`config.mk`:
```
export PLATFORM = sky130hd
export DESIGN_NAME = wdt_reg_ctrl
export DESIGN_NICKNAME = d
export VERILOG_FILES = /design/src/rtl/wdt_reg_ctrl.sv
export SDC_FILE = /design/constraint.sdc
export NUM_CORES = 1
export LEC_CHECK = 0
export ABC_CLOCK_PERIOD_IN_PS = 2530
export BUFFER_PORTS_ARGS = -buffer_cell sky130_fd_sc_hd__buf_4
export CAP_MARGIN = 20
export CORE_ASPECT_RATIO = 1.4
export CORE_MARGIN = 5
export CORE_UTILIZATION = 47
export CTS_CLUSTER_DIAMETER = 30
export DETAILED_ROUTE_END_ITERATION = 16
export PLACE_DENSITY = 0.83
export SYNTH_ARGS = -nofsm -noshare
export SYNTH_HDL_FRONTEND = slang
export SYNTH_SLANG_ARGS = --single-unit
```
`constraint.sdc`:
```
create_clock -name clk -period 2.53 [get_ports clk]
set_input_delay 0.506 -clock clk [delete_from_list [all_inputs] [get_ports clk]]
set_output_delay 0.506 -clock clk [all_outputs]
set_load 0.05 [all_outputs]
```
`src/rtl/wdt_reg_ctrl.sv`:
```
// wdt_reg_ctrl: system-clock register front end for the watchdog timer (CTRL/LIVE/WTOCNT/STATUS).
// Define WDT_LOCK_EN to add the KEY register that one-shot unlocks CTRL and WTOCNT writes.

module wdt_reg_ctrl #(
  parameter int          ADDR_W      = 8,
  parameter int          LOAD_CYCLES = 8,
  parameter int          LIVE_CYCLES = 8,
  parameter logic [31:0] LOCK_KEY    = 32'h5A5A_A5A5
) (
  input  logic              clk,
  input  logic              rst,
  input  logic              req_valid,
  output logic              req_ready,
  input  logic              req_we,
  input  logic [ADDR_W-1:0] req_addr,
  input  logic [31:0]       req_wdata,
  output logic              rsp_valid,
  output logic [31:0]       rsp_rdata,
  output logic              rsp_err,
  output logic              WDEN,
  output logic              WDLIVE,
  output logic [31:0]       WTOCNT,
  output logic              WTOCNT_load,
  input  logic              WTO,
  output logic              wdt_irq
);

  localparam int HOLD_MAX = (LOAD_CYCLES > LIVE_CYCLES) ? LOAD_CYCLES : LIVE_CYCLES;
  localparam int CNT_W    = $clog2(HOLD_MAX) + 1;
  localparam int WORD_W   = ADDR_W - 2;

  typedef enum logic [1:0] {S_IDLE, S_LOAD, S_LIVE, S_GAP} state_t;

  state_t            state, state_next;
  logic [CNT_W-1:0]  cnt, cnt_next;
  logic              irq_en, to_pend;
  logic              wto_s1, wto_sync, wto_s3;
  logic [WORD_W-1:0] word;
  logic              sel_ctrl, sel_live, sel_cnt, sel_status, sel_key;
  logic              lock_ok, req_err, accept, wr_ok;
  logic              do_ctrl, do_live, do_cnt, pend_clr;
  logic [31:0]       rdata_d;

  // Back-pressure while a strobe is stretched keeps WDEN/WTOCNT frozen under WTOCNT_load.
  assign req_ready  = (state == S_IDLE);
  assign accept     = req_valid & req_ready;
  assign word       = req_addr[ADDR_W-1:2];
  assign sel_ctrl   = (word == WORD_W'(0));
  assign sel_live   = (word == WORD_W'(1));
  assign sel_cnt    = (word == WORD_W'(2));
  assign sel_status = (word == WORD_W'(3));

`ifdef WDT_LOCK_EN
  logic armed;
  logic unused_ok;
  assign sel_key   = (word == WORD_W'(4));
  assign lock_ok   = armed;
  assign unused_ok = ^req_addr[1:0];
`else
  logic unused_ok;
  assign sel_key   = 1'b0;
  assign lock_ok   = 1'b1;
  assign unused_ok = ^{LOCK_KEY, req_addr[1:0]};
`endif

  assign req_err  = ~(sel_ctrl | sel_live | sel_cnt | sel_status | sel_key)
                  | (req_we & (sel_ctrl | sel_cnt) & ~lock_ok);
  assign wr_ok    = accept & req_we & ~req_err;
  assign do_ctrl  = wr_ok & sel_ctrl;
  assign do_live  = wr_ok & sel_live;
  assign do_cnt   = wr_ok & sel_cnt;
  assign pend_clr = wr_ok & sel_status & req_wdata[1];

  always_comb begin
    // NOTE: every variable gets a default before any branch, so no path can infer a latch.
    rdata_d = '0;
    if (!req_we && !req_err) begin
      if (sel_ctrl)        rdata_d = {30'd0, irq_en, WDEN};
      else if (sel_cnt)    rdata_d = WTOCNT;
      else if (sel_status) rdata_d = {30'd0, to_pend, wto_sync};
    end
  end

  always_comb begin
    state_next = state;
    cnt_next   = cnt;
    case (state)
      S_IDLE: begin
        if (do_cnt) begin
          state_next = S_LOAD;
          cnt_next   = CNT_W'(LOAD_CYCLES);
        end else if (do_live) begin
          state_next = S_LIVE;
          cnt_next   = CNT_W'(LIVE_CYCLES);
        end
      end
      S_LOAD, S_LIVE: begin
        if (cnt == CNT_W'(1)) state_next = S_GAP;
        else                  cnt_next   = cnt - CNT_W'(1);
      end
      S_GAP:   state_next = S_IDLE;
      default: state_next = S_IDLE;
    endcase
  end

  // Strobes come straight from flops so the WDT-domain synchronisers see glitch-free levels.
  always_ff @(posedge clk) begin
    // NOTE: non-blocking assignments for all flop state so every flop samples pre-edge values.
    if (rst) begin
      state       <= S_IDLE;
      cnt         <= '0;
      WTOCNT_load <= 1'b0;
      WDLIVE      <= 1'b0;
    end else begin
      state       <= state_next;
      cnt         <= cnt_next;
      WTOCNT_load <= (state_next == S_LOAD);
      WDLIVE      <= (state_next == S_LIVE);
    end
  end

  always_ff @(posedge clk) begin
    if (rst) begin
      WDEN      <= 1'b0;
      irq_en    <= 1'b0;
      WTOCNT    <= '0;
      to_pend   <= 1'b0;
      wdt_irq   <= 1'b0;
      wto_s1    <= 1'b0;
      wto_sync  <= 1'b0;
      wto_s3    <= 1'b0;
      rsp_valid <= 1'b0;
      rsp_rdata <= '0;
      rsp_err   <= 1'b0;
    end else begin
      wto_s1    <= WTO;
      wto_sync  <= wto_s1;
      wto_s3    <= wto_sync;
      // A rising edge landing on the same cycle as a W1C keeps the pending bit set.
      to_pend   <= (wto_sync & ~wto_s3) | (to_pend & ~pend_clr);
      wdt_irq   <= to_pend & irq_en;
      rsp_valid <= accept;
      rsp_rdata <= accept ? rdata_d : 32'd0;
      rsp_err   <= accept & req_err;
      if (do_ctrl) begin
        WDEN   <= req_wdata[0];
        irq_en <= req_wdata[1];
      end
      if (do_cnt) WTOCNT <= req_wdata;
    end
  end

`ifdef WDT_LOCK_EN
  always_ff @(posedge clk) begin
    if (rst)                        armed <= 1'b0;
    else if (wr_ok & sel_key)       armed <= (req_wdata == LOCK_KEY);
    else if (do_ctrl | do_cnt)      armed <= 1'b0;
  end
`endif

endmodule

```
Word-level counts from Yosys, hierarchy flattened
Index checks and enable logic that the tools add are counted.

cells by class
  add/subtract/negate cells = 1
  eq/ne operators = 11
  muxes and demuxes = 11
  bitwise gates (word level) = 21
  reductions and logical operators = 9

operator list
  kind                                                                 count
  32-bit 2-to-1 mux                                                    1
  1-bit bitwise AND                                                    12
  6-bit by 2-bit == test with 1-bit output (second input constant)     2
  4-bit 2-to-1 mux                                                     3
  2-bit 2-to-1 mux                                                     5
  4-bit case mux with 2 select lines                                   1
  2-bit == test (second input constant)                                3
  6-bit by 1-bit == test with 1-bit output (second input constant)     1
  6-bit logical NOT                                                    1
  2-bit case mux with 3 select lines                                   1
  1-bit inverter                                                       5
  2-bit by 1-bit == test with 1-bit output (second input constant)     2
  4-bit by 1-bit == test with 1-bit output (second input constant)     1
  1-bit bitwise OR                                                     4
  4-bit OR reduction                                                   1
  4-bit by 1-bit subtractor with 4-bit output (second input constant)  1
  3-bit by 1-bit != test with 1-bit output (second input constant)     1
  3-bit AND reduction                                                  1
  3-bit OR reduction                                                   1
  2-bit logical NOT                                                    1
  2-bit != test (second input constant)                                1
  2-bit nonzero test                                                   1
  2-bit OR reduction                                                   1
  1-bit logical AND                                                    1
  1-bit logical NOT                                                    1

storage, ports and cells
  bits in registers = 81
  input bits = 45
  output and inout bits = 71
  logic and storage cells = 69

Longest topological paths before layout
Gate-level depths: netlist of the first run.

  word-level depth = 10
  gate-level depth with buffers = 8
  gate-level depth less buffers = 6

Worst setup path before layout of the first run
OpenSTA, ideal clock, no wires.

  kind = reg-to-reg
  start point = register state[0]
  end point = register rsp_rdata[10]
  library setup time = 0.061 ns
  arrival time = 2.156 ns
  required time = 2.469 ns
  slack = 0.313 ns
  cell stages (with the launch flop) = 8
  buffers on the path = 1
  period minus slack after synthesis = 2.217 ns
  cell sequence = dfxtp_1 > inv_1 > ha_1 > nand2_1 > or4_4 > nor2b_4 > buf_6 > and2_1

between the ends
  longest elaborated chain between the ends = 4

ends and longest elaborated chain
  item                          RTL line  source
  from (decl)                   34        state_t state, state_next;
  from (signal assigned)        115       state <= state_next;
  2-bit logical NOT             45        assign req_ready = (state == S_IDLE);
  net req_ready                 13        output logic req_ready,
  1-bit bitwise AND             46        assign accept = req_valid & req_ready;
  1-bit inverter (no line)      n/a
  4-bit OR reduction (no line)  n/a
  to (signal assigned)          143       rsp_rdata <= accept ? rdata_d : 32'd0;
  to (decl)                     18        output logic [31:0] rsp_rdata,

The timed path passes the listed nets, and every way through them passes these cells.
A chain may end at the register's enable or synchronous reset.

Final worst setup path of the first run
  start point = register state[0]
  end point = register rsp_rdata[14]

between the ends
  longest elaborated chain between the ends = 4

ends and longest elaborated chain
  item                          RTL line
  2-bit logical NOT             45
  1-bit bitwise AND             46
  1-bit inverter (no line)      n/a
  4-bit OR reduction (no line)  n/a

No other way between the ends.

==> results.toml, run 1 <==
[final_layout]
layout-drive-gt1-share = 0.3217
fin_nets = 474
multiInputGateArea_um2 = 1149
register_area_um2 = 1622
antenna_cells = 0
fillers = 453
finish.instance_area_um2 = 4023
layout.cells.non_filler = 499
area_growth_pct = 39.30

[setup_path]
cp-end-kind = "register"
crit_path_start_kind = "register"
crit_path_max_incr_delay_ns = 0.56
worstPathMaxFanout = 30
critical_path.cell_chain = "inv_1 > ha_1 > nand2_1 > or4_4 > nor2b_4 > buf_12 > and2_1"
arrival_ns = 2.36
required_ns = 2.82
worstSetupPathType = "register to register"
cpMaxStageDelayCell = "or4_4"

[power]
powerDensity_nw_per_um2 = 619.0
internal-power_mw = 1.959
leakagePower_nw = 1.724
peakVddDrop_mv = 0.4165
combinationalPowerShare = 0.050
clkPwrFrac = 0.435
switching_share = 0.2134
p_sw_mw = 0.5313
seqPwrFrac = 0.516

[global_route]
grt_pass1_vias = 2424
grt_overflow = 0
grt_pass1_wl_mm = 11.92
grt_max_degree = 52
track_usage = 0.1880
antenna_found_initial = 0

[routing]
wl_met1_mm = 2.848
totalWireLength_mm = 7.331
top_layer = "met4"
drtPass1Iterations = 4
drt_iter0_drc = 152
drc = 0
wire_per_inst_um = 14.69
via_per_inst = 5.028
met2WireLength_mm = 3.844
via_count = 2509
ant_nets = 0
met3_length_um = 526

[placement]
dp_slack_ns = 0.2803
routabilityCongestion = 0.9001
dp_cells = 483
portBuffers = 113
place_area_um2 = 3786
dpl.hpwl_mm = 5.297

[sta]
timing.final.crit_share = 0.8188
worst_slack_ns = 0.4584
fin_tns_setup_ns = 0
worstMarginPinSlew_ns = 0.5527
rsz0062_at_grt = "no"
slew_headroom = 0.6298
hold-worst-slack_ns = 0.3773
maxSlewViolCount = 0
hold_violations = 0
clock.fmax_mhz = 482.7
finClkSkew_ns = 0.006249
period_minus_slack_ns = 2.072
finalSetupViolCount = 0

[cts]
cts_root_buf = "clkbuf_8"
cts_buffers = 9
clkTransAtPathRegs_ns = 0.08
post-cts-setup-buffer-count = 0
clk-insertion-delay-late_ns = 0.34
cts_tree = "built"
htree_levels = 3
ctsLongestPathBuffers = 2
clock-sinks = 81
cts_hold_buffers = 0
cts_resized = 0

[logic_synthesis]
synthTopCellsByArea = "dfxtp_1, nand2_1, and2_1, a21oi_1, ha_1"
ys_seq_elements = 81
synth_area_um2 = 2888
ys_seq_area_frac = 0.5615
synth_ff_type = "dfxtp_1"
yosysWarnings = 0
synth_top_area_cell = "dfxtp_1"
synth_cells = 313
synth.top_cell.area_share = 0.5615
syn_nets = 363
synth_edf_count = 0
syn-mean-instance-area_um2 = 9.226
synth.distinct_cells = 34
synth-async-reset-ratio = 0

[run_status]
outcome = "complete, no violations"

[die]
core_um2 = 5904
dieWidth_um = 76.25
die_area_um2 = 7834
rows = 33
pin_count = 116
initial_core_util = 0.4891
dieHeight_um = 102.7

[flow_run]
maxCapViolations = 0

[min_path]
hold_class = "primary input to register"
## Yosys cell counts, types with 2 or more instances
master,instances
nand4_1,2
and2_1,31
nand3_1,2
nor2_1,8
o221ai_1,2
nor3b_1,6
a21oi_1,34
nor4_1,3
clkbuf_1,15
o21ai_0,3
dfxtp_1,81
inv_1,6
nor2b_1,9
buf_6,3
nor3_1,2
mux2i_1,4
ha_1,5
a211o_1,2
a31oi_1,5
nand2b_1,2
nand2_1,75
## per-stage QoR
step                      utilization  power, mW
after CTS                      0.6813      2.507
after global placement         0.6412      1.436
final                          0.6813      2.490
after floorplan                     -      1.369
after global routing           0.6813      2.567
after detailed placement       0.6412      1.437
## layout make-up
type,instances,share of cell area
clock inverters,5,0.02115
repair buffers,119,0.2252
clock buffers,11,0.03764
inverters,6,0.005599
flip-flops and latches,81,0.4031
multi-input cells,207,0.2855
well taps,70,0.02177
## power by group through the flow
stage          Clock (mW)  Combinational, mW  Sequential (mW)
2_1_floorplan           0             0.0429             1.33
4_1_cts              1.10              0.123             1.28
3_3_place_gp            0              0.122             1.31
5_1_grt              1.15              0.133             1.29
6_report             1.08              0.123             1.28
3_5_place_dp            0              0.123             1.31
## kinds of logic after synthesis
kind of cell,Yosys count,synth area share
adder cells (fa/ha/maj),5,0.02166
XOR/XNOR,1,0.003033
buffers and inverters,25,0.04072
multiplexers,4,0.01387
AND/OR/NAND/NOR,145,0.2500
AO/OA/AOI/OAI,52,0.1092
flip-flops,81,0.5615
## worst paths after layout
check | startpoint | end | slack (ns) | cells past startpoint
worst max register to register | state[0] | rsp_rdata[14] | 0.46 | 7
worst max-delay path | state[0] | rsp_rdata[14] | 0.46 | 7
worst min-delay path | WTO | wto_s1 | 0.38 | 2
worst min register to register | wto_s1 | wto_sync | 0.45 | 1
## registers in the layout (all words and copies together), names as in the netlist, 2 cells and up
name	flops
rsp_rdata	32
state	2
WTOCNT	32
cnt	4
## cells in the final DEF (no fill, tap or decap)
cell type     n
bufinv_16     2
or4_1         1
nor4_1        3
inv_6         2
o21ai_0       3
o31ai_4       1
nor3b_1       6
mux2i_1       4
inv_1         6
o31ai_1       1
buf_12        1
o31a_1        1
and2_1       31
nand2_1      75
o221ai_1      2
ha_1          5
o41ai_1       1
nand3_1       2
nor2_1        8
and4b_1       1
a21oi_1      34
or4_4         1
dfxtp_1      81
clkbuf_8     11
nand4_1       2
clkinvlp_4    1
xnor2_1       1
nor2b_4       1
nor3_1        2
nand2b_1      2
a31oi_1       5
a311oi_1      1
buf_4       118
o311ai_0      1
nor2b_1       9
a211o_1       2
and4_1        1
## worst max-delay path: cells and delay by family, from the launching register on
kind                       cells  cell delay [ns]
adders and majority gates      1             0.31
buffers and inverters          2             0.27
DFF                            1             0.34
and+or+nand+nor                4             1.09
## routing by layer
layer,GRT usage,up-vias
met5,0,-
met4,0.07672,0
met3,0.05332,9
met2,0.3397,87
met1,0.2082,1163
li1,-,1250
(Power assumes the default switching activity.)
==> inputs of run 2 (changes only) <==
ABC_CLOCK_PERIOD_IN_PS = 1880   (was 2530)
CORE_UTILIZATION = 43   (was 47)
PLACE_DENSITY = 0.8   (was 0.83)
clock period = 1.88 ns   (was 2.53 ns; I/O delays follow)
==> run 2 against run 1 <==
  * Clock power grew 27%
  * Highest routed layer unchanged
  * Worst setup slack got worse by 0.33 ns
  * Sequential cell count is the same
  * Critical endpoint is now rsp_rdata[29]
  * Count of clock-buffer cells in the layout down 2
  * Routed wire length down 3.0%
==> results.toml, run 2 (synthesized netlist as in run 1, its figures left out) <==
[final_layout]
finish.instance_area_um2 = 4089
register_area_um2 = 1622
layout-drive-gt1-share = 0.3379
fin_nets = 480
layout_common_cells = "buf_4, dfxtp_1, nand2_1"
area_growth_pct = 41.59
final_common_cell = "buf_4"
multiInputGateArea_um2 = 1165
reg_top3 = "WTOCNT x32, rsp_rdata x32, cnt x4"
fillers = 555
antenna_cells = 0

[setup_path]
required_ns = 2.16
reg2reg_slack_ns = 0.13
crit_path_start_kind = "register"
worstReg2RegEnd = "rsp_rdata[29]"
arrival_ns = 2.03
cp-end-kind = "register"
worstPathMaxFanout = 30
worstSetupPathType = "register to register"
reg2reg_depth = 7
r2r-start = "state[1]"

[cts]
cts_buffers = 9
clk-insertion-delay-late_ns = 0.33
clock-sinks = 81
cts_hold_buffers = 0
ctsLongestPathBuffers = 2
cts_root_buf = "clkbuf_8"
htree_levels = 3
cts_tree = "built"
clkTransAtPathRegs_ns = 0.08

[routing]
via_count = 2537
drtPass1Iterations = 4
drt_iter0_drc = 148
drc = 0
via_per_inst = 4.984
totalWireLength_mm = 7.113
wire_per_inst_um = 13.97
ant_nets = 0

[die]
pin_count = 116
dieWidth_um = 79.26
rows = 35
dieHeight_um = 107.0
core_um2 = 6569
die_area_um2 = 8478
initial_core_util = 0.4396

[run_status]
outcome = "complete, no violations"

[min_path]
hold_class = "primary input to register"
hold_start = "WTO"
hold_path_depth = 2
hold_end = "wto_s1"

[sta]
slew_headroom = 0.6434
hold_violations = 0
clock.fmax_mhz = 571.3
finalSetupViolCount = 0
hold-worst-slack_ns = 0.2575
rsz0062_at_grt = "no"
finClkSkew_ns = 0.009502
maxSlewViolCount = 0
period_minus_slack_ns = 1.750
worstMarginPinSlew_ns = 0.5349
timing.final.crit_share = 0.9310

[global_route]
grt_overflow = 0
grt_pass1_vias = 2388
track_usage = 0.1702
grt_pass1_wl_mm = 11.49
grt_max_degree = 52
antenna_found_initial = 0

[placement]
place_area_um2 = 3865
dpl.hpwl_mm = 5.199
portBuffers = 113
routabilityCongestion = 0.8295

[power]
peakVddDrop_mv = 0.4646
powerDensity_nw_per_um2 = 801.0
leakagePower_nw = 1.744

[flow_run]
maxCapViolations = 0
run 2: layout make-up:
type                       instances  share of cell area
inverter                           6            0.005508
clock inverter                     7             0.02448
timing repair buffer             125              0.2356
multi-input combinational        207              0.2849
sequential                        81              0.3966
clock buffer                       9             0.03029
tap                               74             0.02264
run 2: worst max-delay path, stage by stage (launching register included):
cell,delay (ns)
dfxtp_1,0.35
inv_1,0.12
ha_4,0.19
nand2_1,0.08
or4_4,0.50
nor2b_4,0.14
buf_12,0.17
and2_1,0.14
run 2: repair_timing:
| action | 4_1_cts | 5_1_grt |
|---|---|---|
| setup buffers | 0 | 0 |
| resized for setup | 0 | 1 |
| setup endpoints to repair | 0 | 1 |
run 2: worst max-delay path by stage:
| stage | startpoint | endpoint | slack, ns | cells after the start |
|---|---|---|---|---|
| floorplan | req_addr[7] | rsp_rdata[10] | -0.05 | 6 |
| detailed placement | req_addr[7] | WTOCNT_load | -0.14 | 6 |
| finish | state[1] | rsp_rdata[29] | 0.13 | 7 |
| CTS | state[0] | rsp_rdata[16] | 0.09 | 7 |
| global placement | req_addr[7] | WTOCNT_load | -0.11 | 6 |
| global route | state[1] | rsp_rdata[16] | 0.02 | 7 |
run 2: through the flow:
stage	std cells	utilization	TNS (ns)	total power [mW]	setup WS (ns)
4_1_cts	509	0.6225	0	3.317	0.08659
3_3_place_gp	493	0.5884	-3.548	1.940	-0.1144
3_5_place_dp	493	0.5884	-4.248	1.943	-0.1410
5_1_grt	509	0.6225	0	3.421	0.01566
6_report	509	0.6225	0	3.275	0.1297
2_1_floorplan	313	-	-1.358	1.845	-0.04528
run 2: layer usage:
layer  global-route usage  up-vias  wire (um)  part of all wire
met1               0.1836     1176       2682              0.38
met4              0.06143        0        138             0.019
met2               0.3139       83       3855              0.54
met5                    0        -          0                 0
li1                     -     1267          -                 -
met3              0.04454       11        436             0.061
run 2: power breakdown:
group	switching, mW	internal, mW	leakage, nW
registers	0.00501	1.72	0.653
clock network	0.617	0.756	0.102
logic	0.0858	0.0876	0.988
total	0.708	2.57	1.74
